[src/rtl/commit_controller_pkg.sv]
// rtl/commit_controller_pkg.sv - shared constants, types and state encodings for the commit controller
package commit_controller_pkg;

  // Commit FSM encodings
  typedef enum logic [1:0] {
    ST_IDLE       = 2'd0,
    ST_WAIT_STORE = 2'd1,
    ST_ROLLBACK   = 2'd2
  } state_t;

  localparam int DEF_ROB_ID_W = 4;

  typedef logic [DEF_ROB_ID_W-1:0] rob_id_type;
  typedef logic [31:0]             data_type;
  typedef logic [4:0]              reg_pos_type;

  // Tag 0 means "no producer"; register 0 is never written
  localparam rob_id_type  ZERO_ROB  = '0;
  localparam reg_pos_type ZERO_REG  = '0;
  localparam data_type    ZERO_WORD = '0;

endpackage

[src/rtl/commit_controller.sv]
// rtl/commit_controller.sv - in-order ROB head retirement, store handshake and mispredict rollback
module commit_controller
  import commit_controller_pkg::*;
#(
  parameter int ROB_ID_W     = DEF_ROB_ID_W,
  parameter int FLUSH_CYCLES = 2
) (
  input  logic                clk,
  input  logic                rst,
  input  logic                rdy,
  input  logic                head_valid,
  input  logic                head_ready,
  input  logic [4:0]          head_rd,
  input  logic [ROB_ID_W-1:0] head_rob_id,
  input  logic [31:0]         head_value,
  input  logic                head_is_store,
  input  logic                head_mispredict,
  input  logic [31:0]         head_target_pc,
  input  logic                store_ack,
  output logic                pop_head,
  output logic                commit_flag,
  output logic [4:0]          rd_to_rf,
  output logic [ROB_ID_W-1:0] Q_to_rf,
  output logic [31:0]         V_to_rf,
  output logic                store_commit_req,
  output logic                rollback_flag,
  output logic                redirect_valid,
  output logic [31:0]         redirect_pc,
  output logic [31:0]         commit_count
);

  // Wide enough to hold FLUSH_CYCLES even when it is 0 or 1
  localparam int FLUSH_W = $clog2(FLUSH_CYCLES + 2);

  state_t               state_q, state_d;
  logic                 pop_d, commit_d, rollback_d, redirect_valid_d, store_req_d;
  reg_pos_type          rd_d;
  logic [ROB_ID_W-1:0]  q_d;
  data_type             v_d, redirect_pc_d, count_d;
  logic [FLUSH_W-1:0]   flush_q, flush_d;

  // Next-state and next-output decode; head is ignored while the previous pop is still visible
  always_comb begin
    state_d          = state_q;
    pop_d            = 1'b0;
    commit_d         = 1'b0;
    rollback_d       = 1'b0;
    redirect_valid_d = 1'b0;
    store_req_d      = store_commit_req;
    rd_d             = rd_to_rf;
    q_d              = Q_to_rf;
    v_d              = V_to_rf;
    redirect_pc_d    = redirect_pc;
    flush_d          = flush_q;

    case (state_q)
      ST_IDLE: begin
        if (!pop_head && head_valid && head_ready) begin
          if (head_mispredict) begin
            pop_d            = 1'b1;
            commit_d         = 1'b1;
            rollback_d       = 1'b1;
            redirect_valid_d = 1'b1;
            redirect_pc_d    = head_target_pc;
            rd_d             = head_rd;
            q_d              = head_rob_id;
            v_d              = head_value;
            if (FLUSH_CYCLES == 0) begin
              state_d = ST_IDLE;
            end else begin
              state_d = ST_ROLLBACK;
              flush_d = FLUSH_W'(FLUSH_CYCLES);
            end
          end else if (head_is_store) begin
            store_req_d = 1'b1;
            state_d     = ST_WAIT_STORE;
          end else begin
            pop_d    = 1'b1;
            commit_d = 1'b1;
            rd_d     = head_rd;
            q_d      = head_rob_id;
            v_d      = head_value;
          end
        end
      end
      ST_WAIT_STORE: begin
        if (store_ack) begin
          store_req_d = 1'b0;
          pop_d       = 1'b1;
          state_d     = ST_IDLE;
        end
      end
      ST_ROLLBACK: begin
        if (flush_q <= FLUSH_W'(1)) begin
          flush_d = '0;
          state_d = ST_IDLE;
        end else begin
          flush_d = flush_q - FLUSH_W'(1);
        end
      end
      default: begin
        state_d     = ST_IDLE;
        store_req_d = 1'b0;
        flush_d     = '0;
      end
    endcase

    count_d = commit_count + 32'(pop_d);
  end

  // Registered state and outputs; a low rdy freezes everything and only drops the pulses
  always_ff @(posedge clk) begin
    if (!rst) begin
      state_q          <= ST_IDLE;
      pop_head         <= 1'b0;
      commit_flag      <= 1'b0;
      rollback_flag    <= 1'b0;
      redirect_valid   <= 1'b0;
      store_commit_req <= 1'b0;
      rd_to_rf         <= ZERO_REG;
      Q_to_rf          <= ROB_ID_W'(ZERO_ROB);
      V_to_rf          <= ZERO_WORD;
      redirect_pc      <= ZERO_WORD;
      commit_count     <= ZERO_WORD;
      flush_q          <= '0;
    end else if (!rdy) begin
      pop_head         <= 1'b0;
      commit_flag      <= 1'b0;
      rollback_flag    <= 1'b0;
      redirect_valid   <= 1'b0;
    end else begin
      state_q          <= state_d;
      pop_head         <= pop_d;
      commit_flag      <= commit_d;
      rollback_flag    <= rollback_d;
      redirect_valid   <= redirect_valid_d;
      store_commit_req <= store_req_d;
      rd_to_rf         <= rd_d;
      Q_to_rf          <= q_d;
      V_to_rf          <= v_d;
      redirect_pc      <= redirect_pc_d;
      commit_count     <= count_d;
      flush_q          <= flush_d;
    end
  end

endmodule

[config.mk]
export PLATFORM = sky130hd
export DESIGN_NAME = commit_controller
export DESIGN_NICKNAME = d
export VERILOG_FILES = /design/src/rtl/commit_controller_pkg.sv /design/src/rtl/commit_controller.sv
export SDC_FILE = /design/constraint.sdc
export NUM_CORES = 1
export LEC_CHECK = 0
export ABC_AREA = 1
export CORE_MARGIN = 3
export CORE_UTILIZATION = 43
export DETAILED_ROUTE_END_ITERATION = 16
export MAX_ROUTING_LAYER = met4
export PLACE_DENSITY = 0.8
export REMOVE_ABC_BUFFERS = 1
export SLEW_MARGIN = 25
export SYNTH_ARGS = -nofsm -noshare
export SYNTH_HDL_FRONTEND = slang
export SYNTH_SLANG_ARGS = --single-unit
export TNS_END_PERCENT = 30
[constraint.sdc]
create_clock -name clk -period 3 [get_ports clk]
set_clock_uncertainty 0.15 [all_clocks]
set_input_delay 0.6 -clock clk [delete_from_list [all_inputs] [get_ports clk]]
set_output_delay 0.6 -clock clk [all_outputs]
set_load 0.02 [all_outputs]
# --- Yosys cells after proc, flatten, opt, wreduce, memory -nomap -nowiden ---
# Cells that the tools add are included.
word_totals:
  register_bits: 113
  in_bits: 81
  out_inout_bits: 110
op_classes:
  add_sub_neg: 2
  magnitude_cmp: 1
  eq_ne: 10
  muxes: 27
  bitwise_logic: 2
  n_reduce_logical: 12
ops:
  columns: ["op", "count"]
  rows:
  - ["$mux W32", 2]
  - ["$add A32 B1 Y32", 1]
  - ["$mux W2", 8]
  - ["$reduce_and A4 Y1", 4]
  - ["$ne A2 B2 Y1 const B", 6]
  - ["$pmux W2 S3", 2]
  - ["$mux W5", 2]
  - ["$mux W1", 9]
  - ["$mux W4", 2]
  - ["$reduce_and A6 Y1", 1]
  - ["$reduce_and A5 Y1", 1]
  - ["$ne A3 B3 Y1 const B", 1]
  - ["$pmux W1 S3", 1]
  - ["$reduce_and A3 Y1", 1]
  - ["$eq A2 B1 Y1 const B", 1]
  - ["$eq A2 B2 Y1 const B", 1]
  - ["$le A2 B1 Y1 const B", 1]
  - ["$logic_and A1 B1 Y1", 2]
  - ["$logic_not A2 Y1", 1]
  - ["$ne A2 B1 Y1 const B", 1]
  - ["$not A1 Y1", 2]
  - ["$pmux W1 S2", 1]
  - ["$reduce_and A2 Y1", 1]
  - ["$sub A2 B1 Y2 const B", 1]
  - ["$logic_not A1 Y1", 1]

# --- Logic depth before layout (Yosys ltp) ---
depth:
  ltp_word: 6
  ltp_mapped: 15
  depth_no_buf: 15

# --- Worst setup path after synthesis ---
# OpenSTA, ideal clock, no wires.
synth_timing:
  path_type: "input-to-reg"
  startpoint: "input head_is_store"
  endpoint: "register commit_count[14]"
  t_arrival_ps: 2045
  required_ps: 2725
  slack_ps: 680
  cell_stages: 14
  path_cell_list: "inv_1 -> o21ai_2 -> inv_1 -> a22oi_1 -> inv_1 -> ha_1 -> ha_1 -> nand2_1 -> nor2_2 -> nand2_2 -> nor2_4 -> nand2_1 -> xor2_1 -> nor2_2"
synth_via:
  elab_chain_cells: 5
synth_lines:
  columns: ["item", "line", "rtl"]
  rows:
  - ["start, declared", "commit_controller.sv:16", "input logic head_is_store,"]
  - ["$mux W1", "commit_controller.sv:74", "end else if (head_is_store) begin"]
  - ["$mux W1", "commit_controller.sv:59", "if (head_mispredict) begin"]
  - ["$mux W1", "commit_controller.sv:58", "if (!pop_head && head_valid && head_ready) begin"]
  - ["$pmux W1 S2", "commit_controller.sv:56", "case (state_q)"]
  - ["named net pop_d", "commit_controller.sv:36", "logic pop_d, commit_d, rollback_d, redirect_valid_d, store_req_d;"]
  - ["$add A32 B1 Y32", "commit_controller.sv:108", "count_d = commit_count + 32'(pop_d);"]
  - ["end signal, assigned", "commit_controller.sv:142", "commit_count <= count_d;"]
  - ["end, declared", "commit_controller.sv:29", "output logic [31:0] commit_count"]
# The timed path passes the listed nets, and every way through them passes these cells.
# A chain may end at the register's enable or synchronous reset.

# --- Final worst setup path ---
layout_timing:
  startpoint: "input head_ready"
  endpoint: "register commit_count[14]"
layout_via:
  elab_chain_cells: 4
layout_lines:
  columns: ["item", "line", "rtl"]
  rows:
  - ["start, declared", "commit_controller.sv:12", "input logic head_ready,"]
  - ["$logic_and A1 B1 Y1", "commit_controller.sv:58", null]
  - ["$mux W1", "commit_controller.sv:58", null]
  - ["$pmux W1 S2", "commit_controller.sv:56", null]
  - ["named net pop_d", "commit_controller.sv:36", null]
  - ["$add A32 B1 Y32", "commit_controller.sv:108", null]
# The timed path passes the listed nets, and every way through them passes these cells.

==> insert_results.sql <==
INSERT INTO impl_metrics (metric_group, metric, value, unit) VALUES
('routing', 'detail_route.vias_per_cell', '5.01', ''),
('worst_setup_path', 'timing.critical_path.slowest_cell_delay', '460', 'ps'),
('power', 'internal-power', '3.07', 'mW'),
('sta', 'slew_violations', '0', ''),
('final_layout', 'share_of_post_route_cells_with_drive_strength_above_1', '0.0715', ''),
('logic_synthesis', 'synth.yosys.warnings', '0', ''),
('outcome', 'outcome', 'finished clean', ''),
('logic_synthesis', 'synth_top_flop_cell', 'dfxtp_1', ''),
('worst_setup_path', 'timing.rr.end', 'commit_count[14]$_SDFFE_PN0P_', ''),
('power', 'sw_frac', '0.243', ''),
('power', 'vdd.ir_drop.worst', '404', 'uV'),
('sta', 'final.hold.worst_slack', '324', 'ps'),
('routing', 'drc', '0', ''),
('logic_synthesis', 'syn_area', '0.00475', 'sq mm'),
('min_path', 'min-delay-path-class', 'register to register', ''),
('placed_design', 'detailedPlace.worstSlack', '64.1', 'ps'),
('power', 'pwr_density_cell', '556', 'mW/mm^2'),
('logic_synthesis', 'synth_fa_ha_area_frac', '0.00527', ''),
('global_routing', 'grt.overflow.total', '0', ''),
('die', 'design.die.area', '0.0123', 'sq mm'),
('placed_design', 'dpl_hpwl', '10700', 'microns'),
('sta', 'min_period_over_period', '0.817', ''),
('sta', 'sum_neg_setup_slack', '0', 'ps'),
('logic_synthesis', 'synth_top_family_by_area', 'simple AND/OR/NAND/NOR gates', ''),
('routing', 'routed-via-count', '5027', ''),
('routing', 'drt-wirelength-per-cell', '15.0', 'microns'),
('cts', 'cts-root-buf', 'clkbuf_8', ''),
('routing', 'detailedRoute.firstPassIterationCount', '5', ''),
('logic_synthesis', 'synth_cell_types', '31', ''),
('logic_synthesis', 'synth_xor_xnor_area_share', '0.00553', ''),
('die', 'row_count', '37', ''),
('cts', 'cts.sink_count', '113', ''),
('routing', 'ant_nets', '0', ''),
('min_path', 'whs_endpoint', 'commit_count[8]$_SDFFE_PN0P_', ''),
('logic_synthesis', 'share_of_the_yosys_chip_area_belonging_to_registers', '0.476', ''),
('logic_synthesis', 'synth_compound_gate_area_share', '0.116', ''),
('cts', 'cts.repair_timing.setup_buffer_count', '0', ''),
('die', 'floorplan.die.height', '111', 'microns'),
('worst_setup_path', 'critical_path_peak_fanout', '6', ''),
('worst_setup_path', 'cp_cell_sequence', 'clkdlybuf4s50_1, nand3_1, inv_1, a22oi_1, inv_1, ha_1, ha_1, nand2_1, nor2_2, nand2_2, nor2_4, nand2_1, xor2_1, nor2_2', ''),
('sta', 'fin_ws', '550', 'ps'),
('placed_design', 'buffer_ports.inserted', '190', ''),
('global_routing', 'first_global_vias', '5078', ''),
('global_routing', 'groute.layer.met3.usage', '0.0824', ''),
('worst_setup_path', 'worst_r2r_path_depth', '14', ''),
('worst_setup_path', 'timing.critical_path.required', '3220', 'ps'),
('sta', 'timing.max_slew.rel_slack', '0.545', ''),
('global_routing', 'grt-busiest-layer', 'met2', ''),
('cts', 'path_clk_slew', '60', 'ps'),
('cts', 'clk_latency', '510', 'ps'),
('min_path', 'min-delay-start', 'commit_count[8]$_SDFFE_PN0P_', ''),
('logic_synthesis', 'post_synth.cell_area_avg', '7.10', 'sq um'),
('cts', 'cts_tree', 'done', ''),
('placed_design', 'placed_insts', '972', ''),
('placed_design', 'globalplace.congestion', '0.924', ''),
('worst_setup_path', 'critPathCaptureType', 'register', ''),
('logic_synthesis', 'edff_count_synth', '0', ''),
('cts', 'post_cts_resize_count', '0', ''),
('worst_setup_path', 'critPathSlowestCell', 'clkdlybuf4s50_1', ''),
('logic_synthesis', 'synth_simple_gate_area_share', '0.324', ''),
('final_layout', 'antennaDiodeCount', '0', ''),
('sta', 'setup_violations', '0', ''),
('min_path', 'min_delay_path_depth', '2', ''),
('global_routing', 'groute.layer.met1.usage', '0.272', ''),
('global_routing', 'grt_util_all_layers', '0.248', ''),
('sta', 'unrepaired_setup_endpoints_after_global_routing', 'false', ''),
('final_layout', 'num-nets-final', '938', ''),
('logic_synthesis', 'muxShareOfSynthArea', '0', ''),
('worst_setup_path', 'worstPathArrival', '2670', 'ps'),
('sta', 'layout_min_cycle_time', '2450', 'ps'),
('cts', 'ctsHoldBuffers', '0', '');
[cells in the final DEF, fill, tap and decap left out, drive strengths merged]
| cell type | count |
|---|---|
| nand2 | 91 |
| clkinvlp | 3 |
| nand3b | 1 |
| a21oi | 16 |
| o21a | 3 |
| nand4 | 6 |
| o21ai | 86 |
| clkbuf | 18 |
| inv | 47 |
| or2 | 1 |
| buf | 6 |
| ha | 2 |
| a31oi | 1 |
| nand3 | 28 |
| bufinv | 3 |
| xor2 | 3 |
| nor2 | 236 |
| dfxtp | 113 |
| clkdlybuf4s50 | 189 |
| clkinv | 6 |
| a22oi | 1 |
| nor4 | 1 |
| and3 | 1 |
| nor3 | 5 |
[cells by family (layout without fill, tap and decap cells)]
kind of cell / after synthesis / count (layout)
and+or+nand+nor: 370 / 370
DFF: 113 / 113
AOI/OAI and AO/OA: 107 / 107
buffers and inverters: 74 / 272
xor gates and xnor gates: 3 / 3
adders and majority gates: 2 / 2
[power by group through the flow]
stage	clock, mW	sequential [mW]	combinational [mW]
finish	2.00	1.59	0.459
global route	2.10	1.60	0.493
CTS	2.03	1.59	0.461
detailed placement	0	1.62	0.456
global placement	0	1.62	0.448
floorplan	0	1.68	0.118
[worst max-delay path, delay by kind of cell]
kind	cells	cell delay [ps]
compound gates	1	90
xor+xnor	1	180
simple gates	7	790
buf+inv	3	650
fa+ha+maj	2	370
[cell type report]
cell class | instances | area [sq um]
Sequential cell | 113 | 2260
Clock buffer | 18 | 428
Fill cell | 867 | 3270
Clock inverter | 13 | 163
Inverter | 46 | 175
Tap cell | 136 | 170
Timing Repair Buffer | 195 | 1950
Multi-Input combinational cell | 482 | 2140
[stage by stage]
step           instance area, sq um  total power, mW
6_report                       7290             4.05
5_1_grt                        7290             4.19
4_1_cts                        7290             4.08
3_5_place_dp                   6700             2.08
3_3_place_gp                   6700             2.07
2_1_floorplan                  4580             1.80
[cell usage after synthesis (2+ instances only)]
library cell | count | area share
a21oi_1 | 16 | 0.017
buf_2 | 7 | 0.0074
buf_4 | 10 | 0.016
buf_6 | 3 | 0.0071
clkbuf_1 | 7 | 0.0055
dfxtp_1 | 113 | 0.48
ha_1 | 2 | 0.0053
inv_1 | 42 | 0.033
inv_2 | 3 | 0.0024
nand2_1 | 89 | 0.070
nand2_2 | 2 | 0.0026
nand3_1 | 27 | 0.028
nand4_1 | 6 | 0.0079
nor2_1 | 219 | 0.17
nor2_2 | 11 | 0.014
nor2_4 | 6 | 0.014
nor3_1 | 5 | 0.0053
o21a_1 | 3 | 0.0047
o21ai_0 | 63 | 0.066
o21ai_1 | 22 | 0.023
xor2_1 | 3 | 0.0055
[worst max path at each step]
stage	slack, ps	end	from	cells past startpoint
floorplan	680	commit_count[14]$_SDFFE_PN0P_	head_is_store	14
global placement	160	commit_count[14]$_SDFFE_PN0P_	head_is_store	15
detailed placement	60	commit_count[14]$_SDFFE_PN0P_	head_ready	14
CTS	600	commit_count[14]$_SDFFE_PN0P_	head_ready	14
global route	390	commit_count[14]$_SDFFE_PN0P_	head_ready	14
finish	550	commit_count[14]$_SDFFE_PN0P_	head_ready	14
[flip-flops by register name (all words and copies together) (netlist names)]
| name | count |
|---|---|
| Q_to_rf | 4 |
| state_q | 2 |
| commit_count | 32 |
| pop_head | 1 |
| V_to_rf | 32 |
| store_commit_req | 1 |
| rd_to_rf | 5 |
| commit_flag | 1 |
| redirect_valid | 1 |
| redirect_pc | 32 |
| flush_q | 2 |
[routing by layer]
layer / routed length [microns] / share of wire / vias up
met1: 6060 / 0.40 / 2327
met3: 1190 / 0.079 / 22
met2: 7550 / 0.50 / 192
met4: 249 / 0.017 / 0
li1: - / - / 2486
met5: 0 / 0 / -
No activity file was read; power rests on OpenSTA's default activity.
